**config.mk**
```make
export PLATFORM = sky130hd
export DESIGN_NAME = composite_memory_bist_flat
export DESIGN_NICKNAME = d
export VERILOG_FILES = /design/src/rtl/composite_memory_bist_if.sv /design/src/rtl/composite_memory_bist.sv /design/src/flat_wrapper.sv
export SDC_FILE = /design/constraint.sdc
export NUM_CORES = 1
export LEC_CHECK = 0
export CORE_ASPECT_RATIO = 0.7
export CORE_MARGIN = 2
export CORE_UTILIZATION = 39
export DETAILED_ROUTE_END_ITERATION = 6
export RECOVER_POWER = 25
export SETUP_SLACK_MARGIN = 0.3
export SLEW_MARGIN = 20
export SYNTH_ARGS = -nofsm -noshare
export SYNTH_HDL_FRONTEND = slang
export SYNTH_SLANG_ARGS = --single-unit
```
**constraint.sdc**
```tcl
create_clock -name clk -period 3 [get_ports clk]
set_input_delay 0.3 -clock clk [delete_from_list [all_inputs] [get_ports clk]]
set_output_delay 0.3 -clock clk [all_outputs]
set_load 0.02 [all_outputs]
```
**src/rtl/composite_memory_bist_if.sv**
```systemverilog
// Control/status and single memory-port bundle for composite_memory_bist.
// The master side is the BIST engine; the slave side is system control plus the memory.
interface composite_memory_bist_if #(
  parameter int unsigned ADDR_W = 16,
  parameter int unsigned DATA_W = 8
);
  logic              start;
  logic              busy;
  logic              done;
  logic              pass;
  logic [7:0]        err_count;
  logic [ADDR_W-1:0] fail_addr;
  logic [DATA_W-1:0] fail_data;
  logic              mem_we;
  logic [ADDR_W-1:0] mem_addr;
  logic [DATA_W-1:0] mem_din;
  logic [DATA_W-1:0] mem_dout;

  modport master (
    input  start, mem_dout,
    output busy, done, pass, err_count, fail_addr, fail_data, mem_we, mem_addr, mem_din
  );

  modport slave (
    output start, mem_dout,
    input  busy, done, pass, err_count, fail_addr, fail_data, mem_we, mem_addr, mem_din
  );
endinterface

```
**src/rtl/composite_memory_bist.sv**
```systemverilog
// Write/read-back BIST over [START_ADDR, END_ADDR] with an address-derived pattern.
// Define BIST_INVERT_PASS_EN to add a second pass using the inverted pattern.
module composite_memory_bist #(
  parameter int unsigned       ADDR_W     = 16,
  parameter int unsigned       DATA_W     = 8,
  parameter int unsigned       RD_LAT     = 1,
  parameter logic [ADDR_W-1:0] START_ADDR = 16'h0000,
  parameter logic [ADDR_W-1:0] END_ADDR   = 16'hFFFF,
  parameter logic [DATA_W-1:0] SEED       = 8'h5A
) (
  input  logic                   clk,
  input  logic                   rst,
  composite_memory_bist_if.master bus
);
  localparam bit          Empty = (END_ADDR < START_ADDR);
  localparam int unsigned CntW  = $clog2(RD_LAT + 2);

  typedef enum logic [2:0] {StIdle, StWrite, StRead, StDrain, StDone} state_e;
  state_e state_q, state_d;

  logic [ADDR_W-1:0] addr_q, addr_d;
  logic [DATA_W-1:0] din_q, din_d;
  logic              we_q, we_d, busy_q, busy_d, done_q, done_d, pass_q, pass_d;
  logic [7:0]        err_q, err_d;
  logic [ADDR_W-1:0] fail_addr_q, fail_addr_d;
  logic [DATA_W-1:0] fail_data_q, fail_data_d;
  logic              inv_q, inv_d, push;
  logic [CntW-1:0]   cnt_q, cnt_d;

  // Expected-data pipeline; stage RD_LAT lines up with mem_dout.
  logic              pipe_v_q [RD_LAT+1];
  logic [ADDR_W-1:0] pipe_a_q [RD_LAT+1];
  logic [DATA_W-1:0] pipe_e_q [RD_LAT+1];

  function automatic logic [DATA_W-1:0] pat(input logic [ADDR_W-1:0] a, input logic inv);
    logic [15:0]       a16;
    logic [DATA_W-1:0] p;
    a16 = 16'(a);
    p   = DATA_W'(a16[7:0] ^ a16[15:8]) ^ SEED;
    return inv ? ~p : p;
  endfunction

  logic              last_word, drain_end;
  logic [ADDR_W-1:0] addr_inc;
  assign last_word = (addr_q == END_ADDR);
  assign drain_end = (cnt_q == CntW'(RD_LAT));
  assign addr_inc  = addr_q + ADDR_W'(1);

  always_ff @(posedge clk or posedge rst) begin
    if (rst) state_q <= StIdle;
    else     state_q <= state_d;
  end

  always_comb begin
    state_d = state_q;
    case (state_q)
      StIdle:  if (bus.start) state_d = Empty ? StDone : StWrite;
      StWrite: if (last_word) state_d = StRead;
      StRead:  if (last_word) state_d = StDrain;
      StDrain: begin
        if (drain_end) begin
`ifdef BIST_INVERT_PASS_EN
          state_d = inv_q ? StDone : StWrite;
`else
          state_d = StDone;
`endif
        end
      end
      StDone:  state_d = StIdle;
      default: state_d = StIdle;
    endcase
  end

  always_comb begin
    addr_d      = addr_q;
    we_d        = 1'b0;
    din_d       = din_q;
    busy_d      = busy_q;
    done_d      = 1'b0;
    pass_d      = pass_q;
    err_d       = err_q;
    fail_addr_d = fail_addr_q;
    fail_data_d = fail_data_q;
    inv_d       = inv_q;
    cnt_d       = '0;
    push        = 1'b0;
    case (state_q)
      StIdle: begin
        if (bus.start) begin
          pass_d      = 1'b1;
          err_d       = '0;
          fail_addr_d = '0;
          fail_data_d = '0;
          inv_d       = 1'b0;
          if (Empty) begin
            done_d = 1'b1;
          end else begin
            busy_d = 1'b1;
            we_d   = 1'b1;
            addr_d = START_ADDR;
            din_d  = pat(START_ADDR, 1'b0);
          end
        end
      end
      StWrite: begin
        if (last_word) begin
          addr_d = START_ADDR;
          push   = 1'b1;
        end else begin
          addr_d = addr_inc;
          we_d   = 1'b1;
          din_d  = pat(addr_inc, inv_q);
        end
      end
      StRead: begin
        // Hold on END_ADDR so a full-range window never wraps back to 0.
        if (!last_word) begin
          addr_d = addr_inc;
          push   = 1'b1;
        end
      end
      StDrain: begin
        cnt_d = cnt_q + CntW'(1);
        if (drain_end) begin
`ifdef BIST_INVERT_PASS_EN
          if (!inv_q) begin
            inv_d  = 1'b1;
            we_d   = 1'b1;
            addr_d = START_ADDR;
            din_d  = pat(START_ADDR, 1'b1);
          end else begin
            done_d = 1'b1;
            busy_d = 1'b0;
          end
`else
          done_d = 1'b1;
          busy_d = 1'b0;
`endif
        end
      end
      default: ;
    endcase
    if (pipe_v_q[RD_LAT] && (bus.mem_dout != pipe_e_q[RD_LAT])) begin
      pass_d = 1'b0;
      if (err_q != 8'hFF) err_d = err_q + 8'd1;
      if (err_q == 8'h00) begin
        fail_addr_d = pipe_a_q[RD_LAT];
        fail_data_d = bus.mem_dout;
      end
    end
  end

  always_ff @(posedge clk or posedge rst) begin
    if (rst) begin
      addr_q      <= '0;
      we_q        <= 1'b0;
      din_q       <= '0;
      busy_q      <= 1'b0;
      done_q      <= 1'b0;
      pass_q      <= 1'b1;
      err_q       <= '0;
      fail_addr_q <= '0;
      fail_data_q <= '0;
      inv_q       <= 1'b0;
      cnt_q       <= '0;
      for (int unsigned i = 0; i <= RD_LAT; i++) begin
        pipe_v_q[i] <= 1'b0;
        pipe_a_q[i] <= '0;
        pipe_e_q[i] <= '0;
      end
    end else begin
      addr_q      <= addr_d;
      we_q        <= we_d;
      din_q       <= din_d;
      busy_q      <= busy_d;
      done_q      <= done_d;
      pass_q      <= pass_d;
      err_q       <= err_d;
      fail_addr_q <= fail_addr_d;
      fail_data_q <= fail_data_d;
      inv_q       <= inv_d;
      cnt_q       <= cnt_d;
      pipe_v_q[0] <= push;
      pipe_a_q[0] <= addr_d;
      pipe_e_q[0] <= pat(addr_d, inv_q);
      for (int unsigned i = 1; i <= RD_LAT; i++) begin
        pipe_v_q[i] <= pipe_v_q[i-1];
        pipe_a_q[i] <= pipe_a_q[i-1];
        pipe_e_q[i] <= pipe_e_q[i-1];
      end
    end
  end

  assign bus.mem_addr  = addr_q;
  assign bus.mem_we    = we_q;
  assign bus.mem_din   = din_q;
  assign bus.busy      = busy_q;
  assign bus.done      = done_q;
  assign bus.pass      = pass_q;
  assign bus.err_count = err_q;
  assign bus.fail_addr = fail_addr_q;
  assign bus.fail_data = fail_data_q;
endmodule

```
**src/flat_wrapper.sv**
```systemverilog
// flat-port wrapper written by rule: the top's interface ports become plain ports
module composite_memory_bist_flat 
#(
  parameter int unsigned       ADDR_W     = 16,
  parameter int unsigned       DATA_W     = 8,
  parameter int unsigned       RD_LAT     = 1,
  parameter logic [ADDR_W-1:0] START_ADDR = 16'h0000,
  parameter logic [ADDR_W-1:0] END_ADDR   = 16'hFFFF,
  parameter logic [DATA_W-1:0] SEED       = 8'h5A
)
  (clk, rst, bus_start, bus_mem_dout, bus_busy, bus_done, bus_pass, bus_err_count, bus_fail_addr, bus_fail_data, bus_mem_we, bus_mem_addr, bus_mem_din);
  composite_memory_bist_if #(.ADDR_W(ADDR_W), .DATA_W(DATA_W)) bus_i ();
  input  logic clk;
  input  logic rst;
  input wire logic [$bits(bus_i.start)-1:0] bus_start;
  input wire logic [$bits(bus_i.mem_dout)-1:0] bus_mem_dout;
  output wire logic [$bits(bus_i.busy)-1:0] bus_busy;
  output wire logic [$bits(bus_i.done)-1:0] bus_done;
  output wire logic [$bits(bus_i.pass)-1:0] bus_pass;
  output wire logic [$bits(bus_i.err_count)-1:0] bus_err_count;
  output wire logic [$bits(bus_i.fail_addr)-1:0] bus_fail_addr;
  output wire logic [$bits(bus_i.fail_data)-1:0] bus_fail_data;
  output wire logic [$bits(bus_i.mem_we)-1:0] bus_mem_we;
  output wire logic [$bits(bus_i.mem_addr)-1:0] bus_mem_addr;
  output wire logic [$bits(bus_i.mem_din)-1:0] bus_mem_din;
  assign bus_i.start = bus_start;
  assign bus_i.mem_dout = bus_mem_dout;
  assign bus_busy = bus_i.busy;
  assign bus_done = bus_i.done;
  assign bus_pass = bus_i.pass;
  assign bus_err_count = bus_i.err_count;
  assign bus_fail_addr = bus_i.fail_addr;
  assign bus_fail_data = bus_i.fail_data;
  assign bus_mem_we = bus_i.mem_we;
  assign bus_mem_addr = bus_i.mem_addr;
  assign bus_mem_din = bus_i.mem_din;
  composite_memory_bist #(.ADDR_W(ADDR_W), .DATA_W(DATA_W), .RD_LAT(RD_LAT), .START_ADDR(START_ADDR), .END_ADDR(END_ADDR), .SEED(SEED)) u_core (.clk(clk), .rst(rst), .bus(bus_i));
endmodule
```
# Word-level counts from Yosys, hierarchy flattened
# Index checks and enable logic that the tools add are counted.
[totals]
ff_bits = 99
latch_bits = 0
ramBits = 0
mem_bits_ro = 0
input_bits = 11
out_inout_bits = 60
wordCells = 83
n_memories = 0
[op_classes]
n_addsub = 3
multipliers = 0
div_mod_pow = 0
order_cmp = 0
n_eq_ne = 12
n_shift = 0
n_mux = 37
bitwise_logic = 4
reduce_logical = 11
[ops]
columns = ["cell", "count"]
rows = [
  ["$mux 16", 7],
  ["$mux 8", 10],
  ["$pmux 16 s3", 1],
  ["$add 16x1->16 const B", 1],
  ["$eq 16x16->1 const B", 1],
  ["$pmux 8 s2", 1],
  ["$xor 8x8->8", 2],
  ["$mux 3", 4],
  ["$pmux 3 s4", 1],
  ["$mux 1", 9],
  ["$add 8x1->8 const B", 1],
  ["$logic_not 8->1", 1],
  ["$ne 8x8->1", 1],
  ["$ne 8x8->1 const B", 1],
  ["$not 4->4", 2],
  ["$reduce_bool 2->1", 4],
  ["$eq 3x2->1 const B", 2],
  ["$ne 2x1->1 const B", 3],
  ["$pmux 1 s2", 3],
  ["$reduce_and 3->1", 2],
  ["$ne 2x2->1 const B", 2],
  ["$reduce_and 4->1", 1],
  ["$eq 3x1->1 const B", 1],
  ["$logic_not 3->1", 1],
  ["5 further kinds", 5],
]

# Depth between registers and ports, before layout
[depth]
ltp_word = 5
depth_mapped = 10
ltp_nobuf = 9

# Worst setup path after synthesis
# Ideal clock, no wire load.
[synth_timing]
path_type = "reg2reg"
startpoint = "register u_core.addr_q[0] (netlist: u_core.bus.mem_addr[0])"
endpoint = "register u_core.pipe_e_q[8] (netlist bit)"
setup_time_ps = 129
arrival_time_ps = 1965
required_time_ps = 2871
path_slack_ps = 906
path_stages_with_launch = 11
n_path_buf = 1
period_less_slack_ps = 2094
path_cell_list = "dfrtp_1 -> ha_1 -> and3_4 -> and4_1 -> buf_6 -> inv_8 -> ha_1 -> nor2_1 -> a21oi_1 -> o22ai_1 -> xor2_1"
[synth_between]
elab_chain_cells = 4
word_cells_on_any_way = 7
classes_between = "add/sub (1); eq/ne (1); mux (4); bitwise (1)"
[synth_rtl]
columns = ["item", "line", "source"]
rows = [
  ["start, declared", "composite_memory_bist.sv:21", "logic [ADDR_W-1:0] addr_q, addr_d;"],
  ["start signal, assigned", "composite_memory_bist.sv:172", "addr_q <= addr_d;"],
  ["$add 16x1->16 / $eq 16x16->1 (equally long branches)", "composite_memory_bist.sv:47, composite_memory_bist.sv:45", ""],
  ["$mux 16, on equally long branches", "composite_memory_bist.sv:117, composite_memory_bist.sv:106", ""],
  ["$pmux 16 s3 *", "composite_memory_bist.sv:87", "case (state_q)"],
  ["via u_core.addr_d[0]", "composite_memory_bist.sv:21", ""],
  ["$xor 8x8->8 *", "composite_memory_bist.sv:39", "p = DATA_W'(a16[7:0] ^ a16[15:8]) ^ SEED;"],
  ["end signal, assigned by index", "composite_memory_bist.sv:189", "pipe_e_q[i] <= pipe_e_q[i-1];"],
  ["end, declared", "composite_memory_bist.sv:33", "logic [DATA_W-1:0] pipe_e_q [RD_LAT+1];"],
]
# The timed path passes the listed nets; every way through them passes the cells marked *.
# A chain may end at the register's enable or synchronous reset.

# Final worst setup path
[layout_timing]
startpoint = "register u_core.addr_q[1] (netlist: u_core.bus.mem_addr[1])"
endpoint = "register u_core.pipe_e_q[8] (netlist bit)"
[layout_between]
elab_chain_cells = 4
word_cells_on_any_way = 6
classes_between = "add/sub (1); eq/ne (1); mux (3); bitwise (1)"
[layout_rtl]
columns = ["item", "line", "source"]
rows = [
  ["$eq 16x16->1 *", "composite_memory_bist.sv:45", "assign last_word = (addr_q == END_ADDR);"],
  ["$mux 16, on equally long branches", "composite_memory_bist.sv:117, composite_memory_bist.sv:106", ""],
  ["$pmux 16 s3 *", "composite_memory_bist.sv:87", ""],
  ["via u_core.addr_d[0]", "composite_memory_bist.sv:21", ""],
  ["$xor 8x8->8 *", "composite_memory_bist.sv:39", ""],
]
# Marks and branches as above.

==> summary.json <==
{
  "result_of_the_run": {"value": "completed"},
  "final_antenna_net_count": {"value": 0},
  "instances_no_fill": {"value": 646},
  "final_net_count": {"value": 504},
  "design_area": {"value": 5479, "unit": "µm²"},
  "worstPathBufferInverterCount": {"value": 1},
  "finalWeightedCongestion": {"value": 0.9343},
  "report.power.total": {"value": 3.801, "unit": "mW"},
  "post_drt_via_cell_ratio": {"value": 5.144},
  "cts.sinks": {"value": 99},
  "pin_count": {"value": 71},
  "synth_top_area_frac": {"value": 0.5562},
  "io_buffers": {"value": 70},
  "final-max-slew-violation-count": {"value": 0},
  "dp.final_hpwl": {"value": 7861, "unit": "µm"},
  "asyncSetResetFlopFracSynth": {"value": 1.000},
  "core.rowCount": {"value": 32},
  "cp_top_family": {"value": "simple AND/OR/NAND/NOR gates"},
  "synth.cells.most_frequent": {"value": "98 x dfrtp_1, 69 x nand2_1, 31 x o21ai_0, 26 x xnor2_1, 22 x nor2_1"},
  "synthToLayoutAreaGrowth": {"value": 24.26, "unit": "%"},
  "worst-path-stages": {"value": 9},
  "grt.total_usage": {"value": 0.1924},
  "power_per_cell_area": {"value": 693.8, "unit": "nW/µm²"},
  "grt_pass1_vias": {"value": 3160},
  "min_delay_path_depth": {"value": 0},
  "cts.clk_slew.worst_paths": {"value": 70, "unit": "ps"},
  "max_slew.worst_pin.slew": {"value": 1260, "unit": "ps"},
  "synth_compound_gate_area_share": {"value": 0.1297},
  "hold_viol_final": {"value": 0},
  "core": {"value": 11010, "unit": "µm²"},
  "grt_max_degree": {"value": 54},
  "number_of_synthesized_flops_with_an_enable_pin": {"value": 0},
  "setup_repair_after_global_routing_missed_its_margin": {"value": "false"},
  "power.leakage": {"value": 2.306, "unit": "nW"},
  "floorplan.die.height": {"value": 92.96, "unit": "µm"},
  "min_from": {"value": "u_core.pipe_v_q[1]$_DFF_PP0_"},
  "netlist_instances": {"value": 428},
  "number_of_inserted_diodes": {"value": 0},
  "yosys.cell_count.top_type": {"value": "dfrtp_1"},
  "path_common_cell": {"value": "ha_1"},
  "number_of_distinct_standard_cells_referenced_by_the_synthesized_netlist": {"value": 49},
  "whs_endpoint": {"value": "u_core.pipe_v_q[0]$_DFF_PP0_"},
  "drt_pre_antenna_iters": {"value": 4},
  "layout.filler_cells": {"value": 989},
  "drc": {"value": 0},
  "floorplan.initialDensity": {"value": 0.4005},
  "synth_top_flop_cell": {"value": "dfrtp_1"},
  "cts.path.max_buffers": {"value": 2},
  "drt_iter0_markers": {"value": 272},
  "globalRoute.totalOverflow": {"value": 0},
  "antenna_found_initial": {"value": 0},
  "layout_skew": {"value": 9.434, "unit": "ps"},
  "worst_hold_path_type": {"value": "flop to flop"},
  "post_route_cells_drive_above_1_share": {"value": 0.07911},
  "synthesis.nets": {"value": 444},
  "routed_wl": {"value": 11000, "unit": "µm"},
  "period_share": {"value": 0.7858},
  "synth_top_family_by_area": {"value": "simple AND/OR/NAND/NOR gates"},
  "relSlewSlack": {"value": 0.1597},
  "xor_and_xnor_area_share_after_synthesis": {"value": 0.07350},
  "vdd.ir_drop.worst": {"value": 0.3771, "unit": "mV"},
  "global_route.usage.met1": {"value": 0.3078},
  "clock_tree.root_cell": {"value": "clkbuf_16"},
  "cts-buffers-inserted": {"value": 9},
  "cp_max_fo": {"value": 9},
  "post-cts-setup-buffer-count": {"value": 0},
  "placed_cells_incl_taps": {"value": 630},
  "period_minus_slack": {"value": 2358, "unit": "ps"},
  "path_cells": {"value": "ha_1 > and3_4 > and4_2 > inv_8 > ha_1 > nor2_1 > a21oi_1 > o22ai_1 > xor2_1"},
  "synth-seq-cells": {"value": 99},
  "global_route.usage.met2": {"value": 0.2509},
  "synth_simple_gate_area_frac": {"value": 0.1612},
  "cts.hold.buffers_added": {"value": 0},
  "synth.mux.area_fraction": {"value": 0.002554},
  "netlist_area": {"value": 4409, "unit": "µm²"},
  "final-setup-viol-count": {"value": 0},
  "crit_arrival": {"value": 2630, "unit": "ps"},
  "grt_pass1_wl": {"value": 17530, "unit": "µm"},
  "fp.dieArea": {"value": 12190, "unit": "µm²"},
  "wire_per_inst": {"value": 17.03, "unit": "µm"},
  "synth-adder-area-share": {"value": 0.01419},
  "htree_levels": {"value": 3},
  "timing.reg2reg.setup_slack": {"value": 640, "unit": "ps"},
  "critical_path_start_type": {"value": "flop"},
  "seq_total_area_yosys": {"value": 0.5621},
  "postSynthAreaPerCell": {"value": 10.30, "unit": "µm²"},
  "cpMaxStageDelayCell": {"value": "dfrtp_1"},
  "cp_slowest_stage_delay": {"value": 460, "unit": "ps"},
  "reg2regPathDepth": {"value": 9},
  "max_capacitance_violation_total": {"value": 0},
  "clock_tree_from_tritoncts": {"value": "built"},
  "worstPathRequired": {"value": 3270, "unit": "ps"},
  "most_used_routing_layer_in_global_routing": {"value": "met1"},
  "rr_endpoint": {"value": "u_core.pipe_e_q[8]$_DFF_PP0_"},
  "ys_top_cells_by_area": {"value": "dfrtp_1 56%, nand2_1 5.9%, xnor2_1 5.2%"},
  "dieWidth": {"value": 131.1, "unit": "µm"},
  "yosys.area.top_type": {"value": "dfrtp_1"},
  "clk_latency": {"value": 350, "unit": "ps"},
  "critical_path.endpoint_type": {"value": "flop"},
  "crit_type": {"value": "flop to flop"},
  "setup_total_negative_slack": {"value": 0, "unit": "ps"},
  "synth_warnings": {"value": 0},
  "placed_cell_area": {"value": 5215, "unit": "µm²"},
  "grt_util_met3": {"value": 0.05893},
  "rr_startpoint": {"value": "u_core.bus.mem_addr[1]$_DFF_PP0_"},
  "total_via_count_in_the_routed_design": {"value": 3323},
  "achievable-frequency": {"value": 424.2, "unit": "MHz"}
}
[flip-flops by register name (all words and copies together) (netlist names), 3 cells and up]
name / cells
u_core.bus.err_count: 8
u_core.bus.fail_addr: 16
u_core.pipe_a_q: 16
u_core.bus.mem_addr: 16
u_core.pipe_e_q: 16
u_core.bus.mem_din: 8
u_core.state_q: 3
u_core.bus.fail_data: 8
[cell usage in the layout (no fill, tap or decap), drive strengths merged, types with 5 or more instances in the layout]
cell type and instances:
a21o 9, a21oi 13, a31oi 5, and3 5, and4 5, buf 7, clkbuf 16, clkdlybuf4s50 69
dfrtp 98, ha 5, inv 11, nand2 70, nand2b 5, nand3 16, nand4 7, nor2 23
nor3 8, o21ai 50, xnor2 26, xor2 11
[cells by family after synthesis]
kind of cell             count (synthesis)
multiplexers                             1
adder cells (fa/ha/maj)                  5
AO/OA/AOI/OAI                           93
AND/OR/NAND/NOR                        149
buffers and inverters                   44
flip-flops                              99
XOR/XNOR                                37
[metal layers]
| layer | share of wire | wire, µm |
|---|---|---|
| met1 | 0.52 | 5705 |
| met2 | 0.40 | 4432 |
| met3 | 0.067 | 734 |
| met4 | 0.011 | 126 |
| met5 | 0 | 0 |
[layout make-up]
cell class / count / area, µm² / area share
Sequential cell: 99 / 2479 / 0.4524
Multi-Input combinational cell: 285 / 1687 / 0.3078
Timing Repair Buffer: 83 / 777.0 / 0.1418
Clock buffer: 10 / 239.0 / 0.04362
Tap cell: 153 / 191.4 / 0.03494
Clock inverter: 6 / 60.06 / 0.01096
Inverter: 10 / 46.29 / 0.008449
[timing repair]
item                       in CTS  in global routing
setup endpoints to repair       0                  1
resized for setup               0                  1
hold endpoints to repair        0                  0
[how the worst max path moves through the flow]
| stage | start | end | slack [ps] |
|---|---|---|---|
| final | u_core.bus.mem_addr[1]$_DFF_PP0_ | u_core.pipe_e_q[8]$_DFF_PP0_ | 640 |
| after global routing | u_core.bus.mem_addr[1]$_DFF_PP0_ | u_core.pipe_e_q[8]$_DFF_PP0_ | 420 |
| after CTS | u_core.bus.mem_addr[1]$_DFF_PP0_ | u_core.pipe_e_q[8]$_DFF_PP0_ | 550 |
| after detailed placement | u_core.bus.mem_addr[1]$_DFF_PP0_ | u_core.pipe_e_q[8]$_DFF_PP0_ | 550 |
| after global placement | u_core.bus.mem_addr[14]$_DFF_PP0_ | u_core.pipe_e_q[8]$_DFF_PP0_ | 640 |
| after floorplan | u_core.bus.mem_addr[0]$_DFF_PP0_ | u_core.pipe_e_q[8]$_DFF_PP0_ | 910 |
[power breakdown]
part           internal [mW]  switching, mW  total (mW)  leakage (nW)
registers               1.59          0.210        1.80          1.27
clock network          0.602          0.535        1.14         0.140
logic                  0.402          0.464       0.866         0.899
total                   2.59           1.21        3.80          2.31
[stage by stage]
stage,worst slack [ps],utilization,hold slack (ps)
floorplan,905.8,-,331.2
global placement,641.2,0.4736,336.6
detailed placement,552.7,0.4736,335.5
CTS,550.2,0.5008,245.6
global route,420.1,0.4976,353.7
finish,642.5,0.4976,349.5
Power figures use the tool's default switching activity.
